===== src/rtl/dds_func_gen.sv =====
// Phase-accumulator waveform generator: sine (external LUT), triangle,
// square, PWM and sawtooth with amplitude scaling and period-aligned config.
module dds_func_gen #(
    parameter int DW      = 8,
    parameter int PW      = 32,
    parameter int LUT_AW  = 8,
    parameter int LUT_LAT = 1
) (
    input  logic              clk,
    input  logic              rst_n,
    input  logic              enable,
    input  logic              cfg_valid,
    output logic              cfg_ready,
    input  logic [2:0]        cfg_mode,
    input  logic [PW-1:0]     cfg_phase_inc,
    input  logic [DW-1:0]     cfg_duty,
    input  logic [DW-1:0]     cfg_amp,
    output logic              cfg_err,
    output logic [LUT_AW-1:0] lut_addr,
    input  logic [DW-1:0]     lut_data,
    output logic [DW-1:0]     wave_out,
    output logic              wave_valid,
    output logic              cycle_start
);

    localparam logic [2:0] M_SINE = 3'd0;
    localparam logic [2:0] M_TRI  = 3'd1;
    localparam logic [2:0] M_SQR  = 3'd2;
    localparam logic [2:0] M_PWM  = 3'd3;
    localparam logic [2:0] M_SAW  = 3'd4;
    localparam logic [DW-1:0] MAX = {DW{1'b1}};

    logic [PW-1:0] phase;
    logic [2:0]    act_mode, shd_mode;
    logic [PW-1:0] act_inc, shd_inc;
    logic [DW-1:0] act_duty, shd_duty;
    logic [DW-1:0] act_amp, shd_amp;
    logic          pending;
    logic          en_q, wrap_q;
    logic [PW:0]   sum;
    logic          wrap, cfg_fire, mode_ok, apply, start0;

    assign sum       = {1'b0, phase} + {1'b0, act_inc};
    assign wrap      = enable & sum[PW];
    assign cfg_ready = ~pending;
    assign cfg_fire  = cfg_valid & ~pending;
    assign mode_ok   = (cfg_mode <= M_SAW);
    assign apply     = pending & (wrap | ~enable | (act_inc == '0));
    assign start0    = enable & (wrap_q | (~en_q & (act_inc != '0)));

    always_ff @(posedge clk) begin
        if (!rst_n) begin
            act_mode <= M_SINE;
            act_inc  <= '0;
            act_duty <= {1'b1, {(DW-1){1'b0}}};
            act_amp  <= MAX;
            shd_mode <= M_SINE;
            shd_inc  <= '0;
            shd_duty <= '0;
            shd_amp  <= '0;
            pending  <= 1'b0;
            cfg_err  <= 1'b0;
        end else begin
            cfg_err <= cfg_fire & ~mode_ok;
            if (cfg_fire && mode_ok) begin
                shd_mode <= cfg_mode;
                shd_inc  <= cfg_phase_inc;
                shd_duty <= cfg_duty;
                shd_amp  <= cfg_amp;
                pending  <= 1'b1;
            end else if (apply) begin
                act_mode <= shd_mode;
                act_inc  <= shd_inc;
                act_duty <= shd_duty;
                act_amp  <= shd_amp;
                pending  <= 1'b0;
            end
        end
    end

    // A mode change restarts the waveform at phase 0.
    always_ff @(posedge clk) begin
        if (!rst_n) begin
            phase  <= '0;
            en_q   <= 1'b0;
            wrap_q <= 1'b0;
        end else begin
            en_q   <= enable;
            wrap_q <= wrap;
            if (!enable)
                phase <= '0;
            else if (apply && (shd_mode != act_mode))
                phase <= '0;
            else
                phase <= sum[PW-1:0];
        end
    end

    logic [DW-1:0] pt, raw_c;
    logic [DW:0]   q;

    always_comb begin
        pt    = phase[PW-1 -: DW];
        q     = phase[PW-1 -: DW+1];
        raw_c = '0;
        case (act_mode)
            M_SAW:   raw_c = pt;
            M_TRI:   raw_c = q[DW] ? ~q[DW-1:0] : q[DW-1:0];
            M_SQR:   raw_c = phase[PW-1] ? '0 : MAX;
            M_PWM:   raw_c = (pt < act_duty) ? MAX : '0;
            default: raw_c = '0;
        endcase
    end

    // Computed samples ride alongside the LUT read so every mode has equal latency.
    logic [DW-1:0] p_raw   [0:LUT_LAT];
    logic [DW-1:0] p_amp   [0:LUT_LAT];
    logic          p_sine  [0:LUT_LAT];
    logic          p_vld   [0:LUT_LAT];
    logic          p_start [0:LUT_LAT];

    always_ff @(posedge clk) begin
        if (!rst_n) begin
            lut_addr <= '0;
            for (int i = 0; i <= LUT_LAT; i++) begin
                p_raw[i]   <= '0;
                p_amp[i]   <= '0;
                p_sine[i]  <= 1'b0;
                p_vld[i]   <= 1'b0;
                p_start[i] <= 1'b0;
            end
        end else begin
            lut_addr   <= phase[PW-1 -: LUT_AW];
            p_raw[0]   <= raw_c;
            p_amp[0]   <= act_amp;
            p_sine[0]  <= (act_mode == M_SINE);
            p_vld[0]   <= enable;
            p_start[0] <= start0;
            for (int i = 1; i <= LUT_LAT; i++) begin
                p_raw[i]   <= p_raw[i-1];
                p_amp[i]   <= p_amp[i-1];
                p_sine[i]  <= p_sine[i-1];
                p_vld[i]   <= p_vld[i-1];
                p_start[i] <= p_start[i-1];
            end
        end
    end

    logic [DW-1:0] raw_s;
    logic [DW:0]   amp1;
    logic [2*DW:0] prod;

    always_comb begin
        raw_s = p_sine[LUT_LAT] ? lut_data : p_raw[LUT_LAT];
        amp1  = {1'b0, p_amp[LUT_LAT]} + {{DW{1'b0}}, 1'b1};
        prod  = {{(DW+1){1'b0}}, raw_s} * {{DW{1'b0}}, amp1};
    end

    always_ff @(posedge clk) begin
        if (!rst_n) begin
            wave_out    <= '0;
            wave_valid  <= 1'b0;
            cycle_start <= 1'b0;
        end else begin
            wave_out    <= p_vld[LUT_LAT] ? DW'(prod >> DW) : '0;
            wave_valid  <= p_vld[LUT_LAT];
            cycle_start <= p_vld[LUT_LAT] & p_start[LUT_LAT];
        end
    end

endmodule


===== config.mk =====
export PLATFORM = sky130hd
export DESIGN_NAME = dds_func_gen
export DESIGN_NICKNAME = d
export VERILOG_FILES = /design/src/rtl/dds_func_gen.sv
export SDC_FILE = /design/constraint.sdc
export NUM_CORES = 1
export LEC_CHECK = 0
export ABC_AREA = 1
export CORE_ASPECT_RATIO = 2
export CORE_MARGIN = 3
export CORE_UTILIZATION = 40
export DETAILED_ROUTE_END_ITERATION = 10
export SETUP_SLACK_MARGIN = 0.02
export SLEW_MARGIN = 20
export SYNTH_ARGS = -nofsm -noshare
export SYNTH_HDL_FRONTEND = slang
export SYNTH_SLANG_ARGS = --single-unit
export TNS_END_PERCENT = 5

===== constraint.sdc =====
create_clock -name clk -period 8.2 [get_ports clk]
set_input_delay 1.64 -clock clk [delete_from_list [all_inputs] [get_ports clk]]
set_output_delay 1.64 -clock clk [all_outputs]
set_load 0.05 [all_outputs]

Word level (Yosys, flattened, before mapping). Memory sizes are Yosys's and may differ from the RTL's. Cells that the tools add are included.

Add/sub/neg operators: 2. Multiply operators: 1. Divide/modulo/power cells: 0. Magnitude comparators: 2. Equality and inequality tests: 5. Shifts and indexed selects: 0. Mux-type cells: 19. Bitwise logic cells: 27. Reductions and logical operators: 9.

Operators with widths (number): 8-bit 2-to-1 mux (8); 32-bit by 32-bit adder with 33-bit output (1); 32-bit logical NOT (1); 8-bit case mux with 4 select lines (1); 32-bit nonzero test (1); 8-bit by 9-bit multiplier with 16-bit output (1); 1-bit OR (13); 1-bit 2-to-1 mux (10); 8-bit by 1-bit adder with 9-bit output (second input constant) (1); 8-bit < comparator (1); 8-bit NOT (1); 1-bit AND (7); 3-bit by 2-bit == test with 1-bit output (second input constant) (2); 1-bit NOT (6); 2-bit AND reduction (2); 3-bit by 1-bit == test with 1-bit output (second input constant) (1); 3-bit == test (second input constant) (1); 3-bit less-or-equal comparator (second input constant) (1); 3-bit logical NOT (1); 3-bit inequality test (1); 3-bit OR reduction (1); 1-bit logical AND (2); 2-bit nonzero test (1).

Register bits: 156. Bits in latches: 0. RAM bits: 38. Memory bits (read-only): 0. Input bits: 63. Output and inout bits: 20. Logic and storage cells: 87. Memories: 5.

Memory list: p_amp (words 2, bits a word 8, rd ports 2, clocked after memory_dff 0, write ports 2, line 117) `logic [DW-1:0] p_amp [0:LUT_LAT];`; p_raw (words 2, bits a word 8, rd ports 2, clocked after memory_dff 0, write ports 2, line 116) `logic [DW-1:0] p_raw [0:LUT_LAT];`; p_sine (words 2, bits a word 1, rd ports 2, clocked after memory_dff 0, write ports 2, line 118) `logic p_sine [0:LUT_LAT];`; p_start (words 2, bits a word 1, rd ports 2, clocked after memory_dff 0, write ports 2, line 120) `logic p_start [0:LUT_LAT];`; p_vld (words 2, bits a word 1, rd ports 2, clocked after memory_dff 0, write ports 2, line 119) `logic p_vld [0:LUT_LAT];`.

Logic depth before layout (Yosys ltp). Gate-level depths: netlist (run 1).

Depth after elaboration: 7. Depth in mapped cells: 24. Gate-level depth less buffers: 24.

Least setup slack after synthesis (run 1). No wires, ideal clock.

Path type: input -> register. Start: input lut_data[4]. End: register wave_out[6]. Arrival: 5.311 ns. Path slack: 2.774 ns. Stages: 15. Buffers on the path: 0. Path through: mux2_2 clkinv_1 or2_2 fa_1 fa_1 inv_1 fa_1 fa_1 ha_1 a21oi_1 o21ai_0 a211oi_1 nand3_1 nand2_1 nor2_1.

Longest elaborated chain between the ends: 2.

RTL lines: start, declared (line 20) `input logic [DW-1:0] lut_data,`; 8-bit 2-to-1 mux (line 154) `raw_s = p_sine[LUT_LAT] ? lut_data : p_raw[LUT_LAT];`; 8-bit by 9-bit multiplier with 16-bit output (line 156) `prod = {{(DW+1){1'b0}}, raw_s} * {{DW{1'b0}}, amp1};`; end signal, assigned (line 165) `wave_out <= p_vld[LUT_LAT] ? DW'(prod >> DW) : '0;`; end, declared (line 21) `output logic [DW-1:0] wave_out,`.

No other way between the ends. A chain may end at the register's enable or synchronous reset.

Final worst setup path (run 1).
Start: input lut_data[3]. End: register wave_out[6].

Same word-level chain as after synthesis.

==> impl_results.md, run 1 <==
* CP endpoint kind: register
* Hold Buf Count CTS at 0
* Die ar. at 31510 sq um
* Post-synth top area share at approximately 33%
* LEAKAGE at 6.508 nW
* Initial core utilization at roughly two fifths
* I/O pin cnt at 83
* Clock Pin Slew Worst Setup and Hold Paths at 0.07 ns
* Worst Path Arrival at around 6.3 ns
* Root Driver: clkbuf_16
* Commonest cells post-synth: nand2_1, nor2_1, inv_1, dfxtp_1, nand3_1
* Mapped Cells at 1674
* Largest net degree at the start of global routing at 82
* Initial antenna violation count at 1
* Number of synthesized flops with an enable pin at 0
* Hold depth at 2
* Fin crit share at approximately 73%
* Core Box Area at around 29000 sq um
* DRT Pass-1 Iters at 5
* Mean area per synthesized cell at 7.000 sq um
* Fin area at 13290 sq um
* Die W at 127.0 um
* Final setup viols at 0
* Worst R2R Setup Slack at 2.77 ns
* Vias per inst at between 5 and 6
* R2R cell count at 19
* Post-synthesis cell type count at between 40 and 50
* Final hold violations at 0
* Sink Count at about 190
* Placed cell areas at 12720 sq um
* Avg WL per Cell at 16.32 um
* Clock power share at 36.0%
* TritonCTS clock tree: built
* Hold endpoint: p_raw[0][12]
* Crit path kind: input port to register
* H-tree levels at 4
* Worst Hold Launch: p_raw[0][4]
* GRT Total Usage at 21.99%
* Setup TNS at 0 ns
* Post-synthesis sequential area ratio at 32.97%
* Ys flop type: dfxtp_1
* Fillers at 2993
* Die Ht at 248.1 um
* Clk buf depth at 2
* RePlAce Congestion at 0.9728
* Synth area leaders: dfxtp_1, nand2_1, nor2_1
* Max Transition Viols Final at 0
* Synth async-reset ratio at 0%
* Relative slew slack at 36.93%
* PnR worst setup slack at 2.246 ns
* Starting DRC count in detailed routing at 429
* Drt drc at 0
* Layout Utilization at 46.07%
* Mapped Area at 11720 sq um
* Hold Crit Class: register to register
* First-pass GRT wire length at approximately 53000 um
* Layout cells sized above 1 at under 10%
* Cell taking the most area after synthesis: dfxtp_1
* Status: finished clean
* Antenna viol nets, final at 0
* Cts repair resizes at 0
* Vias in the first global route at 10340
* Clk_skew at between 0.01 and 0.015 ns
* Reg2reg end: wave_out[6]
* RSZ-0062 raised after global routing: false
* P_int at approximately 1.6 mW
* Critical path launch point type: input port
* Vias at 10490
* Layout Nets at 1901
* Row cnt at 88
* Yosys warns at 0
* Grt ovf at 0
* Synth Register Bits at a little under 200
* Post-DP HPWL at 27410 um
* Antenna Cells at 0
* Fin Hold WS at 0.4112 ns
* CTS buffer count at 17
* Net Count, Synth at 1850
* # Max-Cap Violations at 0
* Crit-path max FO at 9
* Critical path required time at 8.55 ns
* Buffers on Ports at between 80 and 90
* Pre-CTS setup slack at 1.812 ns
* VDD IR max at between 0.15 and 0.2 mV
* Routed WL at 34220 um
* Setup bufs post-CTS at 0
* Count leader, synth: nand2_1
* Post-layout minimum cycle time at 5.954 ns
* Seq pwr share at 45.5%
* Sw power at 0.6981 mW
* Reg2Reg Launch Point: p_amp[0][8]
* P&R area growth vs syn at 13.43%
* Worst-margin pin slew at 0.9460 ns
* Pwr dens at approximately 170 nW/um^2
* Clock latency on the worst-skew pair at 0.45 ns
* Max Freq at 168.0 MHz
* Switching Share at 30.68%
* Logic gate share of total power at 18.4%
-- power by group through the flow --
stage / combinational [mW] / sequential [mW] / clock [mW]
2_1_floorplan: 0.319 / 1.04 / 0
3_3_place_gp: 0.418 / 1.06 / 0
3_5_place_dp: 0.424 / 1.06 / 0
4_1_cts: 0.426 / 1.04 / 0.842
5_1_grt: 0.475 / 1.04 / 0.877
6_report: 0.419 / 1.04 / 0.820
-- per-layer routing --
metal	share of wire (%)	wire, um	track usage [%]	vias to the layer above
li1	-	-	-	5335
met2	58	19830	44.69	248
met3	2.7	931	3.412	106
met5	0.026	9	0	-
met1	31	10740	18.60	4797
met4	7.9	2704	15.70	2
-- through the flow --
stage          power (mW)  instances
2_1_floorplan       1.355       1674
3_3_place_gp        1.476       2066
3_5_place_dp        1.482       2066
4_1_cts             2.305       2097
5_1_grt             2.394       2097
6_report            2.276       2097
-- critical path, cell delays in order --
cell and delay (ns):
clkdlybuf4s50_1 0.46, mux2_2 0.15, clkinv_1 0.23, or2_2 0.37, fa_1 0.49, fa_1 0.51
inv_1 0.06, fa_1 0.55, fa_1 0.51, ha_1 0.33, a21oi_1 0.26, o21ai_0 0.20
a211oi_1 0.33, nand3_1 0.11, nand2_1 0.07, nor2_1 0.04
-- sequential cells by signal, indices dropped and copies added (netlist names) --
signal	count
shd_amp	8
pending	1
wave_out	8
shd_inc	32
act_mode	3
p_sine	2
phase	32
p_amp	16
cfg_err	1
shd_mode	3
wave_valid	1
p_raw	16
act_inc	32
p_start	2
cycle_start	1
act_amp	8
wrap_q	1
lut_addr	8
shd_duty	8
act_duty	8
p_vld	2
-- layout by cell type, fill, tap and decap left out, types with 32 or more instances in the layout --
cell type / netlist / final
fa_1: 41 / 41
ha_1: 72 / 72
clkdlybuf4s50_1: 0 / 81
nor2_1: 241 / 241
dfxtp_1: 193 / 192
a21oi_1: 101 / 101
nand3_1: 110 / 109
nand2_1: 443 / 443
inv_1: 239 / 239
a21oi_2: 32 / 32
-- logic make-up (layout without fill, tap and decap cells) --
family          Yosys count  after routing  synth area share [%]
compound gates          186            186                 9.674
mux                       2              2                0.1922
fa+ha+maj               113            113                 14.69
xor+xnor                 30             30                 2.242
flops                   193            193                 32.97
buf+inv                 302            365                 10.61
simple gates            848            848                 29.61
-- area by class of cell --
cell class	instances	area (sq um)	share of cell area, %
Timing Repair Buffer	88	863.3	6.495
Inverter	246	923.4	6.947
Multi-Input combinational cell	1179	6615	49.77
Clock buffer	19	442.9	3.332
Tap cell	360	450.4	3.389
Sequential cell	193	3867	29.10
Clock inverter	12	128.9	0.9696
-- worst max-delay path by stage --
stage,start,endpoint,slack (ns)
after global routing,lut_data[6],wave_out[6],2.04
final,lut_data[3],wave_out[6],2.25
after CTS,lut_data[4],wave_out[6],2.31
after global placement,lut_data[4],wave_out[6],1.88
after floorplan,lut_data[4],wave_out[6],2.77
after detailed placement,lut_data[4],wave_out[6],1.81
No activity file was read; power rests on OpenSTA's default activity.
==> inputs of run 2 (changes only) <==
clock period = 4.8 ns   (was 8.2 ns; I/O delays follow)
==> run 2 against run 1 <==
Die area is the same. Clock skew grew 0.0050 ns. Sequential share of layout area shrank 1.8 points. Sequential power grew 69%. First-iteration DRC count grew 0.47%. Final cell count grew 2.6%. Routed wire length shrank 0.56%. Largest power group unchanged.
==> impl_results.md, run 2 (synthesis gave the netlist of run 1 again) <==
* Vias at 10660 (+1.6%)
* Antenna viol nets, final at 0 (unchanged)
* Layout Nets at 1955 (+2.8%)
* Avg WL per Cell at 15.81 um (-3.1%)
* Crit-path max FO at 5 (-4)
* Largest net degree at the start of global routing at 71 (-13%)
* Drt drc at 0 (unchanged)
* Vias in the first global route at 10500 (+1.5%)
* CP endpoint kind: register
* Clock Pin Slew Worst Setup and Hold Paths at 0.08 ns (about the same)
* Die W at 127.0 um (unchanged)
* Routed WL at 34030 um (-0.56%)
* TritonCTS clock tree: built
* Commonest non-fill, non-tap cell in the layout: nand2_1
* Post-DP HPWL at 27030 um (-1.4%)
* Layout cells sized above 1 at 12.89% (+7.4 points)
* P&R area growth vs syn at 20.96%
* Relative slew slack at 41.16% (+4.2 points)
* Crit path from: p_amp[0][8]
* Vias per inst at 4.952 (-0.99%)
* VDD IR max at 0.2902 mV (+88%)
* Sink Count at 193 (unchanged)
* # Max-Cap Violations at 0 (unchanged)
* CTS buffer count at 17 (unchanged)
* P_int at 2.803 mW (+78%)
* Clk buf depth at 2 (unchanged)
* Die Ht at 248.1 um (unchanged)
* LEAKAGE at 6.926 nW (+6.4%)
* Critical path launch point type: register
* Die ar. at 31510 sq um (unchanged)
* Pwr dens at 290.4 nW/um^2 (+70%)
* Grt ovf at 0 (unchanged)
* Post-layout minimum cycle time at 4.571 ns
* Max Freq at roughly 220 MHz
* Final setup viols at 0 (unchanged)
* Hold Crit Class: register to register
* Starting DRC count in detailed routing at 431 (+0.47%)
* GRT Total Usage at 21.86% (-0.13 points)
* Pre-CTS setup slack at -0.7055 ns (-2.518 ns)
* Setup TNS at 0 ns (unchanged)
* Core Box Area at 28850 sq um (unchanged)
* Reg2Reg Launch Point: p_amp[0][8]
* First-pass GRT wire length at 53230 um (+0.26%)
* Final hold violations at 0 (unchanged)
* I/O pin cnt at 83 (unchanged)
* Logic gate share of total power at 21.3% (+2.9 points)
* Antenna Cells at 0 (unchanged)
* DRT Pass-1 Iters at 5 (unchanged)
* Max Transition Viols Final at 0 (unchanged)
* Root Driver: clkbuf_16
* Critical path required time at 5.19 ns (-3.36 ns)
* Status: finished clean
* Clock latency on the worst-skew pair at 0.45 ns (about the same)
* R2R cell count at 20 (+1)
* Fin crit share at 95.23%
* Initial antenna violation count at 0 (-1)
* H-tree levels at 4 (unchanged)
* Seq pwr share at 42.9% (-2.6 points)
* Row cnt at 88 (unchanged)
* Clock power share at 35.9% (about the same)
* Worst-margin pin slew at 0.8758 ns (-0.07016 ns)
* Hold Buf Count CTS at 0 (unchanged)
* Largest regs: act_inc (32), phase (32), shd_inc (32)
* Clk_skew at 0.01666 ns (+0.004975 ns)
* Worst Path Arrival at 4.96 ns (-1.34 ns)
* Worst Hold Launch: p_amp[0][2]
* RePlAce Congestion at 0.9949 (+2.3%)
* Initial core utilization at 40.62% (unchanged)
* Sw power at 1.313 mW (+88%)
* PnR worst setup slack at 0.2289 ns (-2.018 ns)
* Buffers on Ports at 82 (unchanged)
* Switching Share at 31.90% (+1.2 points)
* Crit path kind: register to register
* Hold depth at 2 (unchanged)
* Most frequent cells in the layout: nand2_1, inv_1, nor2_1, dfxtp_1, nand3_1
run 2: changes by cell type in the layout (fill, tap and decap cells not counted), moves of 8 or more:
cell     before  now
nor2_2        2   15
nand2_1     443  428
nor2_1      241  224
ha_1         72   64
inv_1       239  231
buf_4         7   58
ha_4          0    8
nand2_2       6   18
inv_2         3   11
run 2: final cells by class:
class	count	area, sq um
inverter	246	928.4
timing repair buffer	142	1295
clock buffer	17	425.4
multi-input combinational	1179	7009
tap	360	450.4
fill	2922	14670
sequential	193	3874
clock inverter	15	191.4
run 2: per-stage QoR:
| stage | area (sq um) | utilization, % | cells | power (mW) | hold slack (ns) |
|---|---|---|---|---|---|
| finish | 14170 | 49.13 | 2152 | 4.116 | 0.4095 |
| global route | 14170 | 49.13 | 2152 | 4.317 | 0.4311 |
| CTS | 13840 | 47.97 | 2143 | 4.099 | 0.4117 |
| detailed placement | 13060 | 45.26 | 2111 | 2.583 | 0.3947 |
| global placement | 13060 | 45.26 | 2111 | 2.574 | 0.3940 |
| floorplan | 11720 | - | 1674 | 2.314 | 0.3905 |
run 2: worst max-delay path, stage by stage (launching register included):
cell	delay, ns
dfxtp_2	0.38
ha_4	0.15
inv_1	0.05
nor2_4	0.12
xnor2_2	0.13
or2_4	0.28
fa_1	0.50
fa_1	0.54
inv_2	0.06
fa_1	0.51
fa_1	0.55
ha_4	0.30
buf_6	0.10
nand2_4	0.05
inv_2	0.06
nand3_2	0.09
nor3_4	0.19
nand4_1	0.17
nand3_1	0.14
nand2_1	0.05
nor2_1	0.09
run 2: power by group through the flow:
| stage | clock [mW] | combinational [mW] | sequential, mW |
|---|---|---|---|
| after floorplan | 0 | 0.545 | 1.77 |
| after global placement | 0 | 0.776 | 1.80 |
| after detailed placement | 0 | 0.782 | 1.80 |
| after CTS | 1.52 | 0.818 | 1.76 |
| after global routing | 1.57 | 0.973 | 1.77 |
| final | 1.48 | 0.875 | 1.76 |
run 2: worst paths after layout:
kind                  end  slack, ns
min          p_amp[0][10]       0.41
max reg2reg   wave_out[4]       0.23
max           wave_out[4]       0.23
min reg2reg  p_amp[0][10]       0.41
run 2: repair_timing:
item	in CTS	in global routing
pin swaps	17	31
endpoints found under the setup margin	7	7
gates resized for setup	37	79
setup buffers	0	9
gates cloned	0	0
run 2: metal layers:
layer | share of wire (%) | vias up | GRT usage, %
met5 | 0 | - | 0
met4 | 6.8 | 0 | 14.06
met3 | 2.5 | 104 | 3.047
met2 | 59 | 248 | 44.65
met1 | 32 | 4879 | 19.19
li1 | - | 5426 | -
==> inputs of run 3 (changes only) <==
CTS_CLUSTER_DIAMETER = 200   (was not set)
==> results of run 3 <==
Same layout as run 2: the final DEF is identical, and so are final timing and power.
